[config.mk]
export PLATFORM = sky130hd
export DESIGN_NAME = issue_sched_flat
export DESIGN_NICKNAME = d
export VERILOG_FILES = /design/src/rtl/issue_sched_pkg.sv /design/src/rtl/issue_sched_if.sv /design/src/rtl/issue_queue.sv /design/src/rtl/issue_sched.sv /design/src/flat_wrapper.sv
export SDC_FILE = /design/constraint.sdc
export NUM_CORES = 1
export LEC_CHECK = 0
export CAP_MARGIN = 20
export CORE_UTILIZATION = 25
export DETAILED_ROUTE_END_ITERATION = 10
export SLEW_MARGIN = 15
export SYNTH_ARGS = -nofsm -noshare
export SYNTH_HDL_FRONTEND = slang
export SYNTH_HIERARCHICAL = 1
export SYNTH_SLANG_ARGS = --single-unit
export TNS_END_PERCENT = 50
[constraint.sdc]
create_clock -name clk -period 9 [get_ports clk]
set_clock_uncertainty 0.15 [all_clocks]
set_input_delay 1.8 -clock clk [delete_from_list [all_inputs] [get_ports clk]]
set_output_delay 1.8 -clock clk [all_outputs]
set_load 0.005 [all_outputs]
[src/rtl/issue_sched_pkg.sv]
// Shared widths, decode-word field offsets and entry/lane types for the issue scheduler.
package issue_sched_pkg;

   localparam int unsigned PC_W     = 32;
   localparam int unsigned DEC_W    = 16;
   localparam int unsigned QDEPTH   = 4;
   localparam int unsigned PTR_W    = 2;
   localparam int unsigned CNT_W    = 3;
   localparam int unsigned REG_W    = 5;

   // Decode word layout: {rfwe, rd, rt, rs}
   localparam int unsigned RS_LSB   = 0;
   localparam int unsigned RT_LSB   = 5;
   localparam int unsigned RD_LSB   = 10;
   localparam int unsigned RFWE_BIT = 15;

   localparam logic [DEC_W-1:0] DEC_NOP    = '0;
   localparam logic [PC_W-1:0]  BUBBLE_NPC = 32'd4;

   typedef struct packed {
      logic [PC_W-1:0]  pc;
      logic [PC_W-1:0]  npc;
      logic [DEC_W-1:0] dec;
   } entry_t;

   typedef struct packed {
      logic   valid;
      entry_t e;
   } lane_t;

   localparam entry_t ENTRY_BUBBLE = '{pc: '0, npc: BUBBLE_NPC, dec: DEC_NOP};
   localparam lane_t  LANE_BUBBLE  = '{valid: 1'b0, e: ENTRY_BUBBLE};

   function automatic logic raw_hazard(input logic [DEC_W-1:0] older,
                                       input logic [DEC_W-1:0] younger);
      logic [REG_W-1:0] rd;
      rd = older[RD_LSB +: REG_W];
      return older[RFWE_BIT] && (rd != '0) &&
             ((rd == younger[RS_LSB +: REG_W]) || (rd == younger[RT_LSB +: REG_W]));
   endfunction

endpackage

[src/rtl/issue_sched_if.sv]
// Enqueue, dispatch and branch-feedback signals of the issue scheduler.
interface issue_sched_if;
   import issue_sched_pkg::*;

   logic [1:0]       in_valid;
   logic [PC_W-1:0]  in_pc0, in_pc1, in_npc0, in_npc1;
   logic [DEC_W-1:0] in_dec0, in_dec1;
   logic             stop;
   logic             br_flag0, br_flag1;
   logic [PC_W-1:0]  br_addr0, br_addr1;

   logic             in_ready;
   logic             d0_valid, d1_valid, d0_num, d1_num;
   logic [PC_W-1:0]  d0_pc, d1_pc, d0_npc, d1_npc;
   logic [DEC_W-1:0] d0_dec, d1_dec;
   logic             kill1;
   logic             redirect_valid;
   logic [PC_W-1:0]  redirect_pc;

   modport master (
      output in_valid, in_pc0, in_pc1, in_npc0, in_npc1, in_dec0, in_dec1, stop,
             br_flag0, br_flag1, br_addr0, br_addr1,
      input  in_ready, d0_valid, d1_valid, d0_num, d1_num, d0_pc, d1_pc,
             d0_npc, d1_npc, d0_dec, d1_dec, kill1, redirect_valid, redirect_pc
   );

   modport slave (
      input  in_valid, in_pc0, in_pc1, in_npc0, in_npc1, in_dec0, in_dec1, stop,
             br_flag0, br_flag1, br_addr0, br_addr1,
      output in_ready, d0_valid, d1_valid, d0_num, d1_num, d0_pc, d1_pc,
             d0_npc, d1_npc, d0_dec, d1_dec, kill1, redirect_valid, redirect_pc
   );

endinterface

[src/rtl/issue_queue.sv]
// 4-entry circular FIFO: up to two pushes at tail, two peeks at head, pop 0/1/2, flush.
module issue_queue
   import issue_sched_pkg::*;
(
   input  logic             clk,
   input  logic             rst_s1,
   input  logic [1:0]       push,
   input  entry_t           push0,
   input  entry_t           push1,
   input  logic [1:0]       pop,
   input  logic             flush,
   output entry_t           peek0,
   output entry_t           peek1,
   output logic [CNT_W-1:0] count
);

   entry_t             mem_q [QDEPTH];
   entry_t             mem_d [QDEPTH];
   logic [PTR_W-1:0]   head_q, head_d, tail_q, tail_d;
   logic [CNT_W-1:0]   count_q, count_d;

   always_comb begin
      mem_d   = mem_q;
      head_d  = head_q + pop;
      tail_d  = tail_q + push;
      count_d = count_q + {1'b0, push} - {1'b0, pop};
      if (push != 2'd0) mem_d[tail_q] = push0;
      if (push == 2'd2) mem_d[tail_q + 2'd1] = push1;
      if (flush) begin
         // Empty by advancing head onto tail; writes that cycle are discarded.
         mem_d   = mem_q;
         head_d  = tail_q;
         tail_d  = tail_q;
         count_d = '0;
      end
   end

   always_ff @(posedge clk) begin
      if (!rst_s1) begin
         head_q  <= '0;
         tail_q  <= '0;
         count_q <= '0;
      end else begin
         head_q  <= head_d;
         tail_q  <= tail_d;
         count_q <= count_d;
      end
   end

   always_ff @(posedge clk) begin
      for (int unsigned i = 0; i < QDEPTH; i++) mem_q[i] <= mem_d[i];
   end

   assign peek0 = mem_q[head_q];
   assign peek1 = mem_q[head_q + 2'd1];
   assign count = count_q;

endmodule

[src/rtl/issue_sched.sv]
// Dual-lane in-order issue: enqueue into issue_queue, RAW-checked pair dispatch, branch redirect.
module issue_sched
   import issue_sched_pkg::*;
(
   input  logic         clk,
   input  logic         rst_s1,
   issue_sched_if.slave bus
);

   logic [CNT_W-1:0] count;
   entry_t           peek0, peek1, push0, push1;
   logic [1:0]       push, pop;
   logic             redirect, kill1, in_ready, iss0, iss1;
   logic [PC_W-1:0]  redirect_pc;
   lane_t            lane0_q, lane0_d, lane1_q, lane1_d;

   always_comb begin
      redirect    = 1'b0;
      redirect_pc = '0;
      kill1       = 1'b0;
      if (rst_s1 && !bus.stop) begin
         if (lane0_q.valid && bus.br_flag0) begin
            redirect    = 1'b1;
            redirect_pc = bus.br_addr0;
            kill1       = lane1_q.valid;
         end else if (lane1_q.valid && bus.br_flag1) begin
            redirect    = 1'b1;
            redirect_pc = bus.br_addr1;
         end
      end
   end

   assign in_ready = (count <= CNT_W'(2)) && !redirect;

   always_comb begin
      push  = 2'd0;
      push0 = '{pc: bus.in_pc0, npc: bus.in_npc0, dec: bus.in_dec0};
      push1 = '{pc: bus.in_pc1, npc: bus.in_npc1, dec: bus.in_dec1};
      if (in_ready) begin
         case (bus.in_valid)
            2'b11:   push = 2'd2;
            2'b01:   push = 2'd1;
            2'b10: begin
               push  = 2'd1;
               push0 = push1;
            end
            default: push = 2'd0;
         endcase
      end
   end

   always_comb begin
      iss0    = !bus.stop && !redirect && (count != '0);
      iss1    = iss0 && (count >= CNT_W'(2)) && !raw_hazard(peek0.dec, peek1.dec);
      pop     = {1'b0, iss0} + {1'b0, iss1};
      lane0_d = lane0_q;
      lane1_d = lane1_q;
      if (!bus.stop) begin
         lane0_d = iss0 ? '{valid: 1'b1, e: peek0} : LANE_BUBBLE;
         lane1_d = iss1 ? '{valid: 1'b1, e: peek1} : LANE_BUBBLE;
      end
   end

   always_ff @(posedge clk) begin
      if (!rst_s1) begin
         lane0_q <= LANE_BUBBLE;
         lane1_q <= LANE_BUBBLE;
      end else begin
         lane0_q <= lane0_d;
         lane1_q <= lane1_d;
      end
   end

   issue_queue u_queue (
      .clk    (clk),
      .rst_s1 (rst_s1),
      .push   (push),
      .push0  (push0),
      .push1  (push1),
      .pop    (pop),
      .flush  (redirect),
      .peek0  (peek0),
      .peek1  (peek1),
      .count  (count)
   );

   assign bus.in_ready       = in_ready;
   assign bus.redirect_valid = redirect;
   assign bus.redirect_pc    = redirect_pc;
   assign bus.kill1          = kill1;
   assign bus.d0_num         = 1'b0;
   assign bus.d1_num         = 1'b1;
   assign bus.d0_valid       = lane0_q.valid;
   assign bus.d0_pc          = lane0_q.e.pc;
   assign bus.d0_npc         = lane0_q.e.npc;
   assign bus.d0_dec         = lane0_q.e.dec;
   assign bus.d1_valid       = lane1_q.valid;
   assign bus.d1_pc          = lane1_q.e.pc;
   assign bus.d1_npc         = lane1_q.e.npc;
   assign bus.d1_dec         = lane1_q.e.dec;

endmodule
[src/flat_wrapper.sv]
// flat-port wrapper written by rule: the top's interface ports become plain ports
module issue_sched_flat import issue_sched_pkg::*;
  (clk, rst_s1, bus_in_valid, bus_in_pc0, bus_in_pc1, bus_in_npc0, bus_in_npc1, bus_in_dec0, bus_in_dec1, bus_stop, bus_br_flag0, bus_br_flag1, bus_br_addr0, bus_br_addr1, bus_in_ready, bus_d0_valid, bus_d1_valid, bus_d0_num, bus_d1_num, bus_d0_pc, bus_d1_pc, bus_d0_npc, bus_d1_npc, bus_d0_dec, bus_d1_dec, bus_kill1, bus_redirect_valid, bus_redirect_pc);
  issue_sched_if bus_i ();
  input  logic clk;
  input  logic rst_s1;
  input wire logic [$bits(bus_i.in_valid)-1:0] bus_in_valid;
  input wire logic [$bits(bus_i.in_pc0)-1:0] bus_in_pc0;
  input wire logic [$bits(bus_i.in_pc1)-1:0] bus_in_pc1;
  input wire logic [$bits(bus_i.in_npc0)-1:0] bus_in_npc0;
  input wire logic [$bits(bus_i.in_npc1)-1:0] bus_in_npc1;
  input wire logic [$bits(bus_i.in_dec0)-1:0] bus_in_dec0;
  input wire logic [$bits(bus_i.in_dec1)-1:0] bus_in_dec1;
  input wire logic [$bits(bus_i.stop)-1:0] bus_stop;
  input wire logic [$bits(bus_i.br_flag0)-1:0] bus_br_flag0;
  input wire logic [$bits(bus_i.br_flag1)-1:0] bus_br_flag1;
  input wire logic [$bits(bus_i.br_addr0)-1:0] bus_br_addr0;
  input wire logic [$bits(bus_i.br_addr1)-1:0] bus_br_addr1;
  output wire logic [$bits(bus_i.in_ready)-1:0] bus_in_ready;
  output wire logic [$bits(bus_i.d0_valid)-1:0] bus_d0_valid;
  output wire logic [$bits(bus_i.d1_valid)-1:0] bus_d1_valid;
  output wire logic [$bits(bus_i.d0_num)-1:0] bus_d0_num;
  output wire logic [$bits(bus_i.d1_num)-1:0] bus_d1_num;
  output wire logic [$bits(bus_i.d0_pc)-1:0] bus_d0_pc;
  output wire logic [$bits(bus_i.d1_pc)-1:0] bus_d1_pc;
  output wire logic [$bits(bus_i.d0_npc)-1:0] bus_d0_npc;
  output wire logic [$bits(bus_i.d1_npc)-1:0] bus_d1_npc;
  output wire logic [$bits(bus_i.d0_dec)-1:0] bus_d0_dec;
  output wire logic [$bits(bus_i.d1_dec)-1:0] bus_d1_dec;
  output wire logic [$bits(bus_i.kill1)-1:0] bus_kill1;
  output wire logic [$bits(bus_i.redirect_valid)-1:0] bus_redirect_valid;
  output wire logic [$bits(bus_i.redirect_pc)-1:0] bus_redirect_pc;
  assign bus_i.in_valid = bus_in_valid;
  assign bus_i.in_pc0 = bus_in_pc0;
  assign bus_i.in_pc1 = bus_in_pc1;
  assign bus_i.in_npc0 = bus_in_npc0;
  assign bus_i.in_npc1 = bus_in_npc1;
  assign bus_i.in_dec0 = bus_in_dec0;
  assign bus_i.in_dec1 = bus_in_dec1;
  assign bus_i.stop = bus_stop;
  assign bus_i.br_flag0 = bus_br_flag0;
  assign bus_i.br_flag1 = bus_br_flag1;
  assign bus_i.br_addr0 = bus_br_addr0;
  assign bus_i.br_addr1 = bus_br_addr1;
  assign bus_in_ready = bus_i.in_ready;
  assign bus_d0_valid = bus_i.d0_valid;
  assign bus_d1_valid = bus_i.d1_valid;
  assign bus_d0_num = bus_i.d0_num;
  assign bus_d1_num = bus_i.d1_num;
  assign bus_d0_pc = bus_i.d0_pc;
  assign bus_d1_pc = bus_i.d1_pc;
  assign bus_d0_npc = bus_i.d0_npc;
  assign bus_d1_npc = bus_i.d1_npc;
  assign bus_d0_dec = bus_i.d0_dec;
  assign bus_d1_dec = bus_i.d1_dec;
  assign bus_kill1 = bus_i.kill1;
  assign bus_redirect_valid = bus_i.redirect_valid;
  assign bus_redirect_pc = bus_i.redirect_pc;
  issue_sched u_core (.clk(clk), .rst_s1(rst_s1), .bus(bus_i));
endmodule
# ---- Word-level counts from Yosys, hierarchy flattened
# Cells that the tools add are included.
dict set report classes {
  addsub 7
  n_mul 0
  div 0
  magnitude_cmp 8
  eq_ne 6
  shifts 0
  n_mux 29
  bitwise 5
  reduce_logical 21
}
# cell count
set op_table {}
lappend op_table {{$bwmux W320} 2}
lappend op_table {{$mux W320} 2}
lappend op_table {{$mux W80} 8}
lappend op_table {{$bmux W80 S2} 2}
lappend op_table {{$demux W80 S2} 2}
lappend op_table {{$mux W81} 2}
lappend op_table {{$mux W32} 3}
lappend op_table {{$ge A3 B3 Y1 const B} 4}
lappend op_table {{$logic_and A1 B1 Y1} 12}
lappend op_table {{$not A2 Y3} 4}
lappend op_table {{$eq A5 B5 Y1} 2}
lappend op_table {{$eq A2 B2 Y1 const B} 3}
lappend op_table {{$lt A3 B1 Y1 const B} 2}
lappend op_table {{$mux W1} 5}
lappend op_table {{$reduce_bool A5 Y1} 1}
lappend op_table {{$add A2 B1 Y2 const B} 2}
lappend op_table {{$add A2 B2 Y2} 2}
lappend op_table {{$mux W2} 2}
lappend op_table {{$pmux W2 S2} 1}
lappend op_table {{$reduce_or A2 Y1} 2}
lappend op_table {{$add A3 B2 Y3} 1}
lappend op_table {{$ge A3 B2 Y1 const B} 1}
lappend op_table {{$le A3 B2 Y1 const B} 1}
lappend op_table {{$logic_not A1 Y1} 3}
lappend op_table {{7 further kinds} 7}
dict set report word_totals {
  reg_bits 489
  latchBits 0
  ramBits 0
  romBits 0
  in_bits 231
  word_cells 99
  n_memories 0
}

# ---- Logic depth before layout (Yosys ltp)
# Gate-level depths: netlist of run 1.
dict set report logic_depth {
  ltp_word 13
  ltp_mapped 18
  ltp_nobuf 15
}

# ---- By module
# The synthesis of run 1 kept the hierarchy.
# mod instances cells_per_inst area_each_um2 seq_area_each_um2
set modules_own_cells {}
lappend modules_own_cells {issue_queue 1 1952 21065.2 9749.4}
lappend modules_own_cells {issue_sched 1 784 7583.5 3243.1}

# ---- Worst setup path after synthesis of run 1
# Ideal clock, no wire load.
dict set report synth_path {
  path_kind {in2reg}
  startpoint {in rst_s1}
  endpoint {reg u_core.u_queue.head_q[1]}
  setup_ns 0.100
  t_arrival_ns 9.329
  path_slack_ns -0.579
  stages 7
  path_buffers 1
  path_cell_list {nor2b_1 -> buf_2 -> nand2_4 -> inv_2 -> inv_1 -> nand2_1 -> o21ai_0}
}
dict set report synth_via {
  elab_chain_len 10
}
# item line_no
set synth_lines {}
lappend synth_lines {{start, declared} flat_wrapper.sv:6} ;# input logic rst_s1;
lappend synth_lines {{$logic_and A1 B1 Y1 (*)} issue_sched.sv:21} ;# if (rst_s1 && !bus.stop) begin
lappend synth_lines {{$mux W1 (*)} issue_sched.sv:21}
lappend synth_lines {{net bus_redirect_valid} flat_wrapper.sv:31} ;# output wire logic [$bits(bus_i.redirect_valid)-1:0] bus_redirect_valid;
lappend synth_lines {{$logic_not A1 Y1} issue_sched.sv:53} ;# iss0 = !bus.stop && !redirect && (count != '0);
lappend synth_lines {{$logic_and A1 B1 Y1 (2 in a row)} issue_sched.sv:53}
lappend synth_lines {{$logic_and A1 B1 Y1 (2 in a row)} issue_sched.sv:54} ;# iss1 = iss0 && (count >= CNT_W'(2)) && !raw_hazard(peek0.dec, peek1.dec);
lappend synth_lines {{$add A1 B1 Y2} issue_sched.sv:55} ;# pop = {1'b0, iss0} + {1'b0, iss1};
lappend synth_lines {{$add A2 B2 Y2} issue_queue.sv:24} ;# head_d = head_q + pop;
lappend synth_lines {{$mux W2 (*)} issue_queue.sv:29} ;# if (flush) begin
lappend synth_lines {{end signal, assigned} issue_queue.sv:40} ;# head_q <= '0;
lappend synth_lines {{end signal, assigned} issue_queue.sv:44} ;# head_q <= head_d;
lappend synth_lines {{end, declared} issue_queue.sv:19} ;# logic [PTR_W-1:0] head_q, head_d, tail_q, tail_d;
# The timed path passes the listed nets; every way through them passes the cells marked *.
# A chain may end at the register's enable or synchronous reset.

# ---- Worst setup path in the final report of run 1
dict set report layout_path {
  startpoint {in bus_br_flag1}
  endpoint {out bus_in_ready}
}
dict set report layout_via {
  elab_chain_len 6
}
# item line_no
set layout_lines {}
lappend layout_lines {{start, declared} flat_wrapper.sv:16} ;# input wire logic [$bits(bus_i.br_flag1)-1:0] bus_br_flag1;
lappend layout_lines {{$logic_and A1 B1 Y1} issue_sched.sv:26} ;# end else if (lane1_q.valid && bus.br_flag1) begin
lappend layout_lines {{$mux W1} issue_sched.sv:26}
lappend layout_lines {{$mux W1} issue_sched.sv:22} ;# if (lane0_q.valid && bus.br_flag0) begin
lappend layout_lines {{$mux W1} issue_sched.sv:21}
lappend layout_lines {{$logic_not A1 Y1} issue_sched.sv:33} ;# assign in_ready = (count <= CNT_W'(2)) && !redirect;
lappend layout_lines {{$logic_and A1 B1 Y1} issue_sched.sv:33}
lappend layout_lines {{end, declared} flat_wrapper.sv:19} ;# output wire logic [$bits(bus_i.in_ready)-1:0] bus_in_ready;
# Every way passes these cells.

==> results by group, run 1 <==
Status
  • Status: completed

Clock network
  • Clk sink count: 489
  • Bufs on Longest Clock Path: 3
  • Setup Buffers After CTS: 0
  • Post-CTS resize count: 0
  • CTS Buf Count: 61
  • Clock Latency Late Sink: 0.65 ns
  • Clock slew at reported path FFs: 0.05 ns
  • Post-CTS Hold Buffers: 0
  • Clk root buf: clkbuf_16
  • H-tree depth: 2
  • TritonCTS clock tree: built

Routing
  • Total Wirelength: 107 mm
  • Routed WL per cell: 23.8 um
  • Detail Route Antenna Nets: 0
  • Iteration-0 DRC Markers: 2739
  • Vias/cell: 5.46
  • Vias: 24700
  • Residual DRC: 0
  • DR pass1 iterations: 6

Floorplan
  • Core area: 113000 um^2
  • Die Y: 341 um
  • Ports: 430
  • Rows: 123
  • Die Area: 116000 um^2
  • Initial Util: 25.3%
  • Die Width: 341 um

Worst setup path
  • Critical path's largest stage delay: 0.80 ns
  • Crit-path cells: clkdlybuf4s50_1, a22o_1, nand2_4, inv_2, a211oi_4, clkdlybuf4s50_1
  • Critical path capture point type: output pin
  • Critical path arrival: 4.22 ns
  • Slowest cell on the critical path: clkdlybuf4s50_1
  • Critical R2R Capture: u_core/u_queue/count[2]$_SDFF_PP0_
  • Critical Setup Path Class: in -> out
  • Max FO, Critical Path: 27
  • Worst Setup Start Kind: primary input
  • Worst path bufs/invs: 3
  • Flop-to-flop setup slack: 3.66 ns
  • Top cell by count, worst path: clkdlybuf4s50_1
  • CP delay by family, top: buffers and inverters
  • FF-to-FF path depth: 16
  • CP required: 7.05 ns
  • Reg2reg start: u_core/u_queue/head_q[0]$_SDFF_PN0_

Yosys
  • Top_reg_cell synth: edfxtp_1
  • Net Count, Synth: 2976
  • Fraction of registers with async set or reset after synthesis: 0%
  • Synth cell types: 49
  • Synth Cell Area: 28600 um^2
  • Mux cell area share after synthesis: 18.5%
  • Compound-Gate Fraction of Synth Area: 16.5%
  • Largest family of logic cells by synthesized area: multiplexers
  • Synth warnings: 6
  • Syn Inst Count: 2736
  • Post-synth EDFFs: 320
  • Synth Register Bits: 489
  • Avg Inst Size Synth: 10.5 um^2
  • Adder-cell share of the synthesized area: 0.445%
  • Sequential element share of the synthesized area: 45.4%
  • Xor/xnor share of the synthesized area: 0.459%
  • Synth Area in Simple Gates: 13.4%

Placed design
  • Number of port buffers: 427
  • GPL Wtd Cong: 0.764
  • DP Area: 33800 um^2
  • Setup WS pre-CTS: 2.45 ns
  • Placed Cells: 4394
  • Half-perimeter wire length after placement: 64.8 mm

STA
  • WHS: 0.332 ns
  • Final Max Slew Viols: 0
  • Endpoints failing setup: 0
  • Final Hold Violating Endpoints: 0
  • Max Clock Freq: 162 MHz
  • RSZ-0062 raised after global routing: false
  • Final Cycle Share: 68.5%
  • Slew HR: 27.1%
  • Min Tclk post-route: 6.17 ns
  • Final worst setup slack: 2.83 ns
  • Slew @ Worst Pin: 1.09 ns
  • Setup TNS Final: 0 ns

GRT
  • GRT Overall Usage: 17.8%
  • First-pass GRT wire length: 158 mm
  • Initial antenna violation count: 7
  • Global route total overflow: 0
  • Largest net degree at the start of global routing: 161
  • Vias in the first global route: 23600

Layout
  • Final instance area: 35900 um^2
  • Most common cell after layout, fill and taps aside: clkdlybuf4s50_1
  • Commonest cells after routing, fill and taps aside: clkdlybuf4s50_1, o21ai_0, edfxtp_1
  • Share of layout cells above drive strength 1: 16.0%
  • Area growth, synth to finish: 25.4%
  • Layout net count: 3198
  • Fill count: 11400
  • Final Non-Filler Cells: 4513

Worst hold path
  • WHS Path Cells: 2
  • Hold/Removal Path Class: reg -> reg
  • HP Start: u_core/bus.d1_npc[2]$_SDFFE_PN1N_
  • Worst Hold Endpoint: u_core/bus.d1_npc[2]$_SDFFE_PN1N_

Pwr
  • Peak VDD IR: 0.182 mV
  • Pleak: 12.7 nW
  • Power Density: 331 nW/um^2

Flow run
  • Max-cap check violation count: 0
-- worst max-delay path by stage --
stage	from	cells after the start	to	slack (ns)
2_1_floorplan	rst_s1	5	u_core/u_queue/mem_q[0]$_DFFE_PN_	1.31
4_1_cts	bus_br_flag0	6	bus_redirect_pc[27]	2.58
3_5_place_dp	bus_br_flag1	10	u_core/u_queue/mem_q[137]$_DFFE_PN_	2.45
3_3_place_gp	rst_s1	11	u_core/u_queue/mem_q[54]$_DFFE_PN_	2.51
5_1_grt	bus_stop	5	bus_redirect_pc[9]	2.67
6_report	bus_br_flag1	6	bus_in_ready	2.83
-- cells in the mapped netlist (2+ instances only) --
library cell / instances / area [um^2]
conb_1: 2 / 7.51
buf_6: 18 / 203
fa_1: 2 / 40.0
clkbuf_1: 157 / 589
inv_1: 9 / 33.8
and3_1: 83 / 519
dfxtp_1: 169 / 3380
xor2_1: 2 / 17.5
mux2i_1: 80 / 801
buf_2: 91 / 455
buf_4: 23 / 173
nor2b_1: 84 / 526
a21boi_0: 3 / 22.5
o21a_1: 2 / 15.0
edfxtp_1: 320 / 9610
ha_1: 7 / 87.6
nand2_1: 140 / 526
a21oi_1: 27 / 135
a31oi_1: 241 / 1510
a22oi_1: 86 / 646
and2_1: 2 / 12.5
a31o_2: 80 / 701
xnor2_1: 13 / 114
nand3_1: 244 / 1220
mux4_2: 160 / 3600
nor2_1: 253 / 950
o21ai_0: 323 / 1620
clkbuf_2: 2 / 10.0
buf_1: 13 / 48.8
nand2_4: 2 / 22.5
mux2_2: 80 / 901
-- report_power, final --
part | total (W) | internal, W | switching, W | leakage, nW
Clock | 0.00262 | 0.00156 | 0.00106 | 1.05
Combinational | 0.00489 | 0.00230 | 0.00260 | 6.82
Sequential | 0.00438 | 0.00366 | 0.000720 | 4.86
Total | 0.0119 | 0.00751 | 0.00438 | 12.7
-- registers in the layout (all words and copies together) (netlist names) --
register               count
u_core/bus.d1_npc         32
u_core/bus.d0_dec         16
u_core/bus.d1_dec         16
u_core/bus.d0_pc          32
u_core/u_queue/head_q      2
u_core/u_queue/mem_q     320
u_core/bus.d1_valid        1
u_core/bus.d1_pc          32
u_core/u_queue/tail_q      2
u_core/bus.d0_npc         32
u_core/u_queue/count       3
u_core/bus.d0_valid        1
-- layout make-up --
cell class	instances	area [um^2]	area share [%]
sequential	489	13000	36.2
clock buffer	81	1740	4.86
inverter	10	48.8	0.136
timing repair buffer	464	4640	12.9
antenna	3	7.51	0.0209
tap	1500	1880	5.22
multi-input combinational	1932	14200	39.6
clock inverter	34	370	1.03
-- per-layer routing --
layer  wire length, um  vias to the layer above  part of all wire (%)  GRT usage [%]
li1                  -                    10900                     -              -
met1             45100                    12300                    42           23.9
met2             50200                     1272                    47           28.8
met3              9340                      171                   8.7           4.02
met4              2610                       10                   2.4           4.97
met5                74                        -                 0.069              0
-- through the flow --
step / power [W] / util, %
floorplan: 0.00745 / -
global placement: 0.00918 / 29.9
detailed placement: 0.00929 / 29.9
CTS: 0.0119 / 31.7
global route: 0.0125 / 31.8
finish: 0.0119 / 31.8
-- kinds of logic (layout without fill, tap and decap cells) --
| kind of cell | after synthesis | count (layout) |
|---|---|---|
| compound gates | 770 | 770 |
| xor+xnor | 15 | 15 |
| fa+ha+maj | 9 | 9 |
| buf+inv | 315 | 589 |
| flops | 489 | 489 |
| mux | 320 | 320 |
| other cells | 2 | 5 |
| simple gates | 816 | 816 |
-- worst register-to-register path, delay by kind of cell (launching register included) --
family	cells	cell delay [ns]
buffers and inverters	3	0.55
AND/OR/NAND/NOR	4	0.86
flip-flops	1	0.67
adder cells (fa/ha/maj)	4	1.16
multiplexers	1	0.82
XOR/XNOR	3	0.53
AO/OA/AOI/OAI	1	0.50
(Power assumes the default switching activity.)
==> run 2: changes to the inputs <==
clock period = 6 ns   (was 9 ns; I/O delays follow)
==> run 2 against run 1 <==
Core utilization up 0.21 points; via count about the same; final cell count rose by 0.29%; sequential cell count unchanged; clock power is 53% higher; count of clock-buffer cells in the layout up 3; worst setup slack got worse by 1.7 ns.
==> results by group, run 2 (same netlist as run 1, synthesis figures left out) <==
Status
  • Status: completed

Worst setup path
  • Critical path arrival: 3.48 ns (-0.74 ns)
  • Worst Setup Start Kind: primary input
  • Max FO, Critical Path: 34 (+26%)
  • Critical Setup Path Class: in -> out
  • Critical Path Start: bus_br_flag0
  • Reg2reg start: u_core/u_queue/head_q[0]$_SDFF_PN0_
  • Critical path capture point type: output pin
  • CP required: 4.65 ns (-2.40 ns)

Clock network
  • Post-CTS resize count: 0 (unchanged)
  • Setup Buffers After CTS: 0 (unchanged)
  • H-tree depth: 2 (unchanged)
  • Clock Latency Late Sink: 0.68 ns (+0.03 ns)
  • CTS Buf Count: 61 (unchanged)
  • Post-CTS Hold Buffers: 0 (unchanged)
  • Bufs on Longest Clock Path: 3 (unchanged)
  • Clk root buf: clkbuf_16
  • TritonCTS clock tree: built
  • Clk sink count: 489 (unchanged)
  • Clock slew at reported path FFs: 0.06 ns (about the same)

Layout
  • Most common cell after layout, fill and taps aside: clkdlybuf4s50_1
  • Most flops, register: u_core/u_queue/mem_q
  • Layout net count: 3211 (+0.41%)
  • Final instance area: 36200 um^2 (+0.65%)
  • Final Non-Filler Cells: 4526 (+0.29%)
  • Commonest cells after routing, fill and taps aside: clkdlybuf4s50_1, o21ai_0, edfxtp_1
  • Fill count: 11400 (+0.30%)
  • Share of layout cells above drive strength 1: 16.2% (+0.19 points)
  • Area growth, synth to finish: 26.2%
  • Max FFs per register: 320 (unchanged)

STA
  • Final Hold Violating Endpoints: 0 (unchanged)
  • Final Cycle Share: 80.6%
  • Endpoints failing setup: 0 (unchanged)
  • Max Clock Freq: 207 MHz
  • RSZ-0062 raised after global routing: false
  • Slew HR: 26.2% (-0.88 points)
  • Min Tclk post-route: 4.83 ns
  • Slew @ Worst Pin: 1.11 ns (+0.0133 ns)
  • Final Max Slew Viols: 0 (unchanged)

Pwr
  • Peak VDD IR: 0.303 mV (+66%)
  • Power Density: 496 nW/um^2 (+50%)
  • Pleak: 12.8 nW (+0.88%)

Routing
  • Total Wirelength: 109 mm (+1.8%)
  • Vias: 24700 (+0.0041%)
  • Detail Route Antenna Nets: 0 (unchanged)
  • Iteration-0 DRC Markers: 2683 (-2.0%)
  • Residual DRC: 0 (unchanged)
  • Vias/cell: 5.45 (-0.28%)
  • DR pass1 iterations: 7 (+1)
  • Routed WL per cell: 24.1 um (+1.5%)

Floorplan
  • Initial Util: 25.3% (unchanged)
  • Die Y: 341 um (unchanged)
  • Rows: 123 (unchanged)
  • Ports: 430 (unchanged)
  • Die Width: 341 um (unchanged)
  • Die Area: 116000 um^2 (unchanged)
  • Core area: 113000 um^2 (unchanged)

Worst hold path
  • HP Start: u_core/bus.d1_npc[2]$_SDFFE_PN1N_
  • Hold/Removal Path Class: reg -> reg

GRT
  • GRT Overall Usage: 18.2% (+0.38 points)
  • First-pass GRT wire length: 161 mm (+1.8%)
  • Vias in the first global route: 23500 (-0.36%)
  • Global route total overflow: 0 (unchanged)
  • Initial antenna violation count: 10 (+3)
  • Largest net degree at the start of global routing: 161 (unchanged)

Placed design
  • Half-perimeter wire length after placement: 65.6 mm (+1.1%)
  • Placed Cells: 4407 (+0.30%)
  • Number of port buffers: 427 (unchanged)
  • GPL Wtd Cong: 0.771 (+0.93%)
  • DP Area: 34000 um^2 (+0.53%)

Flow run
  • Max-cap check violation count: 0 (unchanged)
## run 2: area by class of cell
cell class                 instances  area, um^2  area share [%]
multi-input combinational       1932       14200            39.4
sequential                       489       13000            36.0
timing repair buffer             477        4830            13.4
tap                             1500        1880            5.19
clock buffer                      84        1790            4.94
clock inverter                    32         369            1.02
inverter                          10        53.8           0.149
antenna                            2        5.00          0.0138
## run 2: routing by layer
metal	wire [um]	GRT usage, %
met3	9670	4.01
met5	80	0
met1	46800	24.9
met2	50500	29.1
met4	2210	4.44
## run 2: power by group
part | leakage (nW) | switching, W | internal (W)
logic | 6.92 | 0.00382 | 0.00349
clock network | 1.06 | 0.00162 | 0.00238
registers | 4.86 | 0.00114 | 0.00549
total | 12.8 | 0.00658 | 0.0114
## run 2: final timing paths
kind                                   endpoint  slack, ns  depth (start not counted)
min reg2reg   u_core/bus.d1_npc[2]$_SDFFE_PN1N_       0.33                          2
max                         bus_redirect_pc[16]       1.17                          7
min           u_core/bus.d1_npc[2]$_SDFFE_PN1N_       0.33                          2
max reg2reg  u_core/u_queue/count[2]$_SDFF_PP0_       1.26                         15
## run 2: critical path: stages
cell	delay, ns
clkdlybuf4s50_1	0.44
and2_1	0.17
buf_4	0.24
nor2_1	0.57
a22oi_1	0.14
nor2_1	0.18
clkdlybuf4s50_1	0.53
## run 2: metrics by stage
step / setup TNS [ns] / utilization (%) / total power [W] / setup slack (ns) / hold WS (ns)
floorplan: -328.74 / - / 0.0112 / -1.02 / 0.324
global placement: 0 / 30.0 / 0.0138 / 0.923 / 0.318
detailed placement: 0 / 30.0 / 0.0140 / 0.803 / 0.321
CTS: 0 / 31.9 / 0.0180 / 1.12 / 0.330
global route: 0 / 32.0 / 0.0189 / 0.987 / 0.367
finish: 0 / 32.0 / 0.0179 / 1.17 / 0.325
==> patch 1, RTL diff (settings of run 2) <==
The package constant `PTR_W` goes from 2 to 3.
--- a/src/rtl/issue_sched_pkg.sv
+++ b/src/rtl/issue_sched_pkg.sv
@@ -4,7 +4,7 @@
    localparam int unsigned PC_W     = 32;
    localparam int unsigned DEC_W    = 16;
    localparam int unsigned QDEPTH   = 4;
-   localparam int unsigned PTR_W    = 2;
+   localparam int unsigned PTR_W    = 3;
    localparam int unsigned CNT_W    = 3;
    localparam int unsigned REG_W    = 5;
 
Check against the original RTL: not settled (the Yosys comparison gave no result); the edit may change what the design does.
==> patch 1 against run 2 <==
Die area rose by 8.0%; count of clock-buffer cells in the layout rose by 2; wire length grew 9.6%; non-clock buffer count increased by 4; total power increased by 5.5%; worst setup slack better by 0.19 ns; cell area increased by 5.8%; sequential cell count is 1 higher; synthesized area rose by 8.0%; highest routed layer unchanged.
==> patch 1: results (changes against run 2) <==
The post-synthesis xor/xnor area fraction is 0.003962 (-0.0006242). Static leakage: 13.02 nW (+1.4%). The depth of the worst register-to-register path is 13 (-2), and the number of nets produced by synthesis is 3068 (+3.1%).

The total number of nets in the final design is 3228 (+0.53%), and the number of optimization iterations in the first detailed-route pass is 6 (-1). The tools report the cell total after placement as 4549 (+3.2%). The total number of vias is 26955 (+9.3%), and the global-route wire length before repair is 178700 µm (+11%). Routability congestion estimate from global placement: 0.7800 (+1.2%).

The logs give 3002 (+12%) for the violation count after the first detailed-routing iteration and 71170 µm (+8.6%) for the post-DP HPWL. The number of buffers created by CTS is 58 (-4.9%), and the portion of total power attributed to combinational logic is 0.445 (+0.037). The logs give 0.4459 mV (+47%) for the maximum resistive drop on vdd and 48 (-2.0%) for the count of different cell masters after synthesis.

The number of global-route vias before repair was 26015 (+11%); the pin count of the biggest net entering global routing was 202 (+25%). For the register area share after synthesis, the log shows 0.4204 (-0.03310). The flow ran to the end, and the final reports show no timing, DRC or antenna violations. Counting instances in the post-synthesis netlist gives the leading cell types as sky130_fd_sc_hd__edfxtp_1, sky130_fd_sc_hd__nor3_1, sky130_fd_sc_hd__o31ai_1. The gate count after technology mapping was 2824 (+3.2%). Critical path's top delay family: adder cells. The maximum fanout along the worst path works out to 46 (+35%). Following the worst setup path forward leads to its endpoint at u_core/u_queue/count[2]$_SDFF_PP0_. The largest individual stage delay along the critical path comes from the cell sky130_fd_sc_hd__dfxtp_4. The clock latency on the worst-skew pair came out at 0.66 ns (-0.02 ns). For the power attributed to sequential cells, the log shows 6.74 mW (+2%). The post-route worst hold slack was 0.3300 ns (+0.004862 ns); the transition at the pin with the smallest max-transition slack was 1.293 ns (+0.1860 ns). Tracing the worst setup path back leads to its startpoint at u_core/u_queue/head_q[0]$_SDFF_PN0_. The mux cell area share after synthesis is 0.1717 (-0.01346), and the worst slack after detailed placement is 0.9784 ns (+0.1750 ns). The logs give 7.358 mW (+12%) for the switching power and 1.35 ns (+0.09 ns) for the register-to-register path setup slack. The proportion of netlist area held by the largest area contributor is 0.3105 (-0.02496), and the average via count per standard cell is 5.783 (+6.1%). The total of fill cells in the finished design is 12452 (+9.0%), and the initial antenna violation count is 7 (-3). The area growth from synthesis to layout is 23.55%. The minimum clock period after layout is 4.646 ns (-0.1875 ns).

For the overall fraction of global-route tracks in use, the log shows 0.1843 (+0.002067). After synthesis, the cell types taking the most area are sky130_fd_sc_hd__edfxtp_1, sky130_fd_sc_hd__mux4_2, sky130_fd_sc_hd__dfxtp_1. The power density over cell area was 494.9 mW/mm² (-0.26%).
## patch 1: cell count changes in the layout (fill, tap and decap cells not counted), sizes merged, moves of 159 or more
cell          run 2  this run
nand3           244         4
o31ai             0       240
nor3              1       241
a21oi            27       188
o21ai           324         3
or4b              1       160
nor2            253        94
## patch 1: final cells by class
cell class,instances,share of cell area
Tap cell,1625,0.05317
Timing Repair Buffer,481,0.1290
Sequential cell,490,0.3405
Clock buffer,86,0.04499
Multi-Input combinational cell,1944,0.4242
Clock inverter,24,0.006936
Inverter,9,0.001112
Antenna cell,2,0.0001309
## patch 1: layer usage
metal  track usage  up-vias  wire, µm
li1              -    11806         -
met1        0.2561    13568     51340
met2        0.2868     1385     55140
met3       0.03577      192     10180
met4       0.05749        4      3107
met5             0        -        23
==> patch 2, RTL diff (flow settings as in run 2) <==
Made on the original files. Reset style: asynchronous (`rst_s1`), changed in 2 clocked blocks.
--- a/src/rtl/issue_queue.sv
+++ b/src/rtl/issue_queue.sv
@@ -35,7 +35,7 @@
       end
    end
 
-   always_ff @(posedge clk) begin
+   always_ff @(posedge clk or negedge rst_s1) begin
       if (!rst_s1) begin
          head_q  <= '0;
          tail_q  <= '0;
--- a/src/rtl/issue_sched.sv
+++ b/src/rtl/issue_sched.sv
@@ -61,7 +61,7 @@
       end
    end
 
-   always_ff @(posedge clk) begin
+   always_ff @(posedge clk or negedge rst_s1) begin
       if (!rst_s1) begin
          lane0_q <= LANE_BUBBLE;
          lane1_q <= LANE_BUBBLE;
Behaviour: differs if rst_s1 is asserted again (counterexample within 4 cycles, from zero or initial values and one cycle with rst_s1 low); with rst_s1 held inactive, the same outputs for 4 cycles.
==> patch 2 against run 2 <==
Synthesized cell count down 0.22%; die area is 2.3% higher; synthesized area up 2.3%; sequential power up 8.6%; worst setup slack gained 0.096 ns; via count up 1.7%; worst hold slack got worse by 0.0028 ns; highest routed layer is now met4; total power is 17% higher; sequential share of layout area increased by 1.9 points; cell area rose by 1.3%; sequential cell count is the same; wire length decreased by 3.1%.
==> patch 2: results (changes against run 2) <==
The static leakage is 13.08 nW (+1.8%), and the worst slack after detailed placement is 0.9472 ns (+0.1438 ns). The share of the cycle needed by the critical path after routing was 0.7896 (-0.01602); the number of nets produced by synthesis was 2970 (-0.20%). The maximum fanout along the worst path is 22 (-35%). The number of global-route vias before repair was 23678 (+0.91%); the global-route wire length before repair was 156900 µm (-2.5%). By count the netlist is led by sky130_fd_sc_hd__o21ai_0, sky130_fd_sc_hd__edfxtp_1, sky130_fd_sc_hd__nor2_1. By area the synthesized netlist is led by sky130_fd_sc_hd__edfxtp_1, sky130_fd_sc_hd__dfrtp_1, sky130_fd_sc_hd__mux4_2.

The average via count per standard cell came out at 5.528 (+1.4%). CTS placed an instance of sky130_fd_sc_hd__clkbuf_16 at the clock tree root. The initial antenna violation count is 2 (-8), and the register-to-register path setup slack is 1.51 ns (+0.25 ns). The count of different cell masters after synthesis was 51 (+4.1%); the fraction of registers with async set/reset was 0.3456 (+0.3456). The number of buffers created by CTS is 60 (-1.6%). The startpoint identified for the worst register-to-register timing path is u_core/u_queue/head_q[0]$_DFF_PN0_.

Adder-cell share of the synthesized area: 0.004356 (-0.00009892). The kind of cell with the highest combined delay along the critical path is buffers and inverters. The flip-flop count of the largest register after layout came out at 320 (unchanged). The gate count after technology mapping came out at 2730 (-0.22%). The overall fraction of global-route tracks in use was 0.1721 (-0.01010). The flow ran to the end, and the final reports show no timing, DRC or antenna violations. The logs give 64020 µm (-2.3%) for the post-DP HPWL and 11690 (+2.3%) for the total of fill cells in the finished design.

In this run the worst hold path is classified as in2async. The mean routed wirelength per cell is 23.33 µm (-3.4%). Cell at the slowest stage of the critical path: sky130_fd_sc_hd__clkdlybuf4s50_1.

The worst register-to-register path ends at u_core/u_queue/count[2]$_DFF_PN0_. The run gives 6 (-1) as the number of optimization iterations in the first detailed-route pass. For this run, the leading register cell type out of synthesis is sky130_fd_sc_hd__edfxtp_1. The logs give 0.4724 (+0.01888) for the register area share after synthesis and 105900 µm (-3.1%) for the post-detailed-routing wire length. The total number of nets in the final design is 3201 (-0.31%), and the worst relative slew slack is 0.2259 (-0.03641). The endpoint of the most critical setup path was bus_redirect_pc[29].

The placed instance area came out at 0.03465 mm² (+2.0%). The count of warnings emitted by yosys is 6 (unchanged), and the post-synthesis xor/xnor area fraction is 0.004783 (+0.0001971). The logs give 0.66 ns (-0.02 ns) for the clock latency on the worst-skew pair and 3.39 ns (-0.09 ns) for the arrival time of the worst setup path. For the pin count of the biggest net entering global routing, the log shows 165 (+2.5%).

The area fraction in compound gates after synthesis was 0.1795 (+0.01475); the cell total after placement was 4423 (+0.36%). The share of layout cells above drive strength 1 is 0.1304 (-0.03193). The tools report the violation count after the first detailed-routing iteration as 2820 (+5.1%). Post-CTS setup repair buffer count: 0 (unchanged). The maximum resistive drop on vdd came out at 0.5135 mV (+70%). The mux cell area share after synthesis came out at 0.1811 (-0.004112). The run gives 0.7929 (+2.9%) as the routability congestion estimate from global placement. For the post-route worst hold slack, the log shows 0.3224 ns (-0.002803 ns).
-- patch 2: layer usage --
layer,GRT usage,vias to the layer above,wire length (µm)
met5,0,-,0
met4,0.05789,0,3106
met3,0.03026,168,9069
met2,0.2722,1392,49590
met1,0.2368,12515,44110
li1,-,11010,-
-- patch 2: power breakdown --
part / switching (mW) / leakage, nW / internal (mW)
Clock: 1.56 / 0.962 / 2.14
Combinational: 5.49 / 6.56 / 4.59
Sequential: 1.35 / 5.56 / 5.83
Total: 8.40 / 13.1 / 12.6
-- patch 2: layout make-up --
cell class	count	area, µm²	share of cell area
Multi-Input combinational cell	1923	14040	0.3834
Clock inverter	21	165.2	0.004511
Clock buffer	93	1800	0.04917
Sequential cell	489	13850	0.3783
Antenna cell	1	2.502	0.00006834
Timing Repair Buffer	475	4790	0.1308
Tap cell	1524	1907	0.05208
Inverter	12	58.81	0.001606
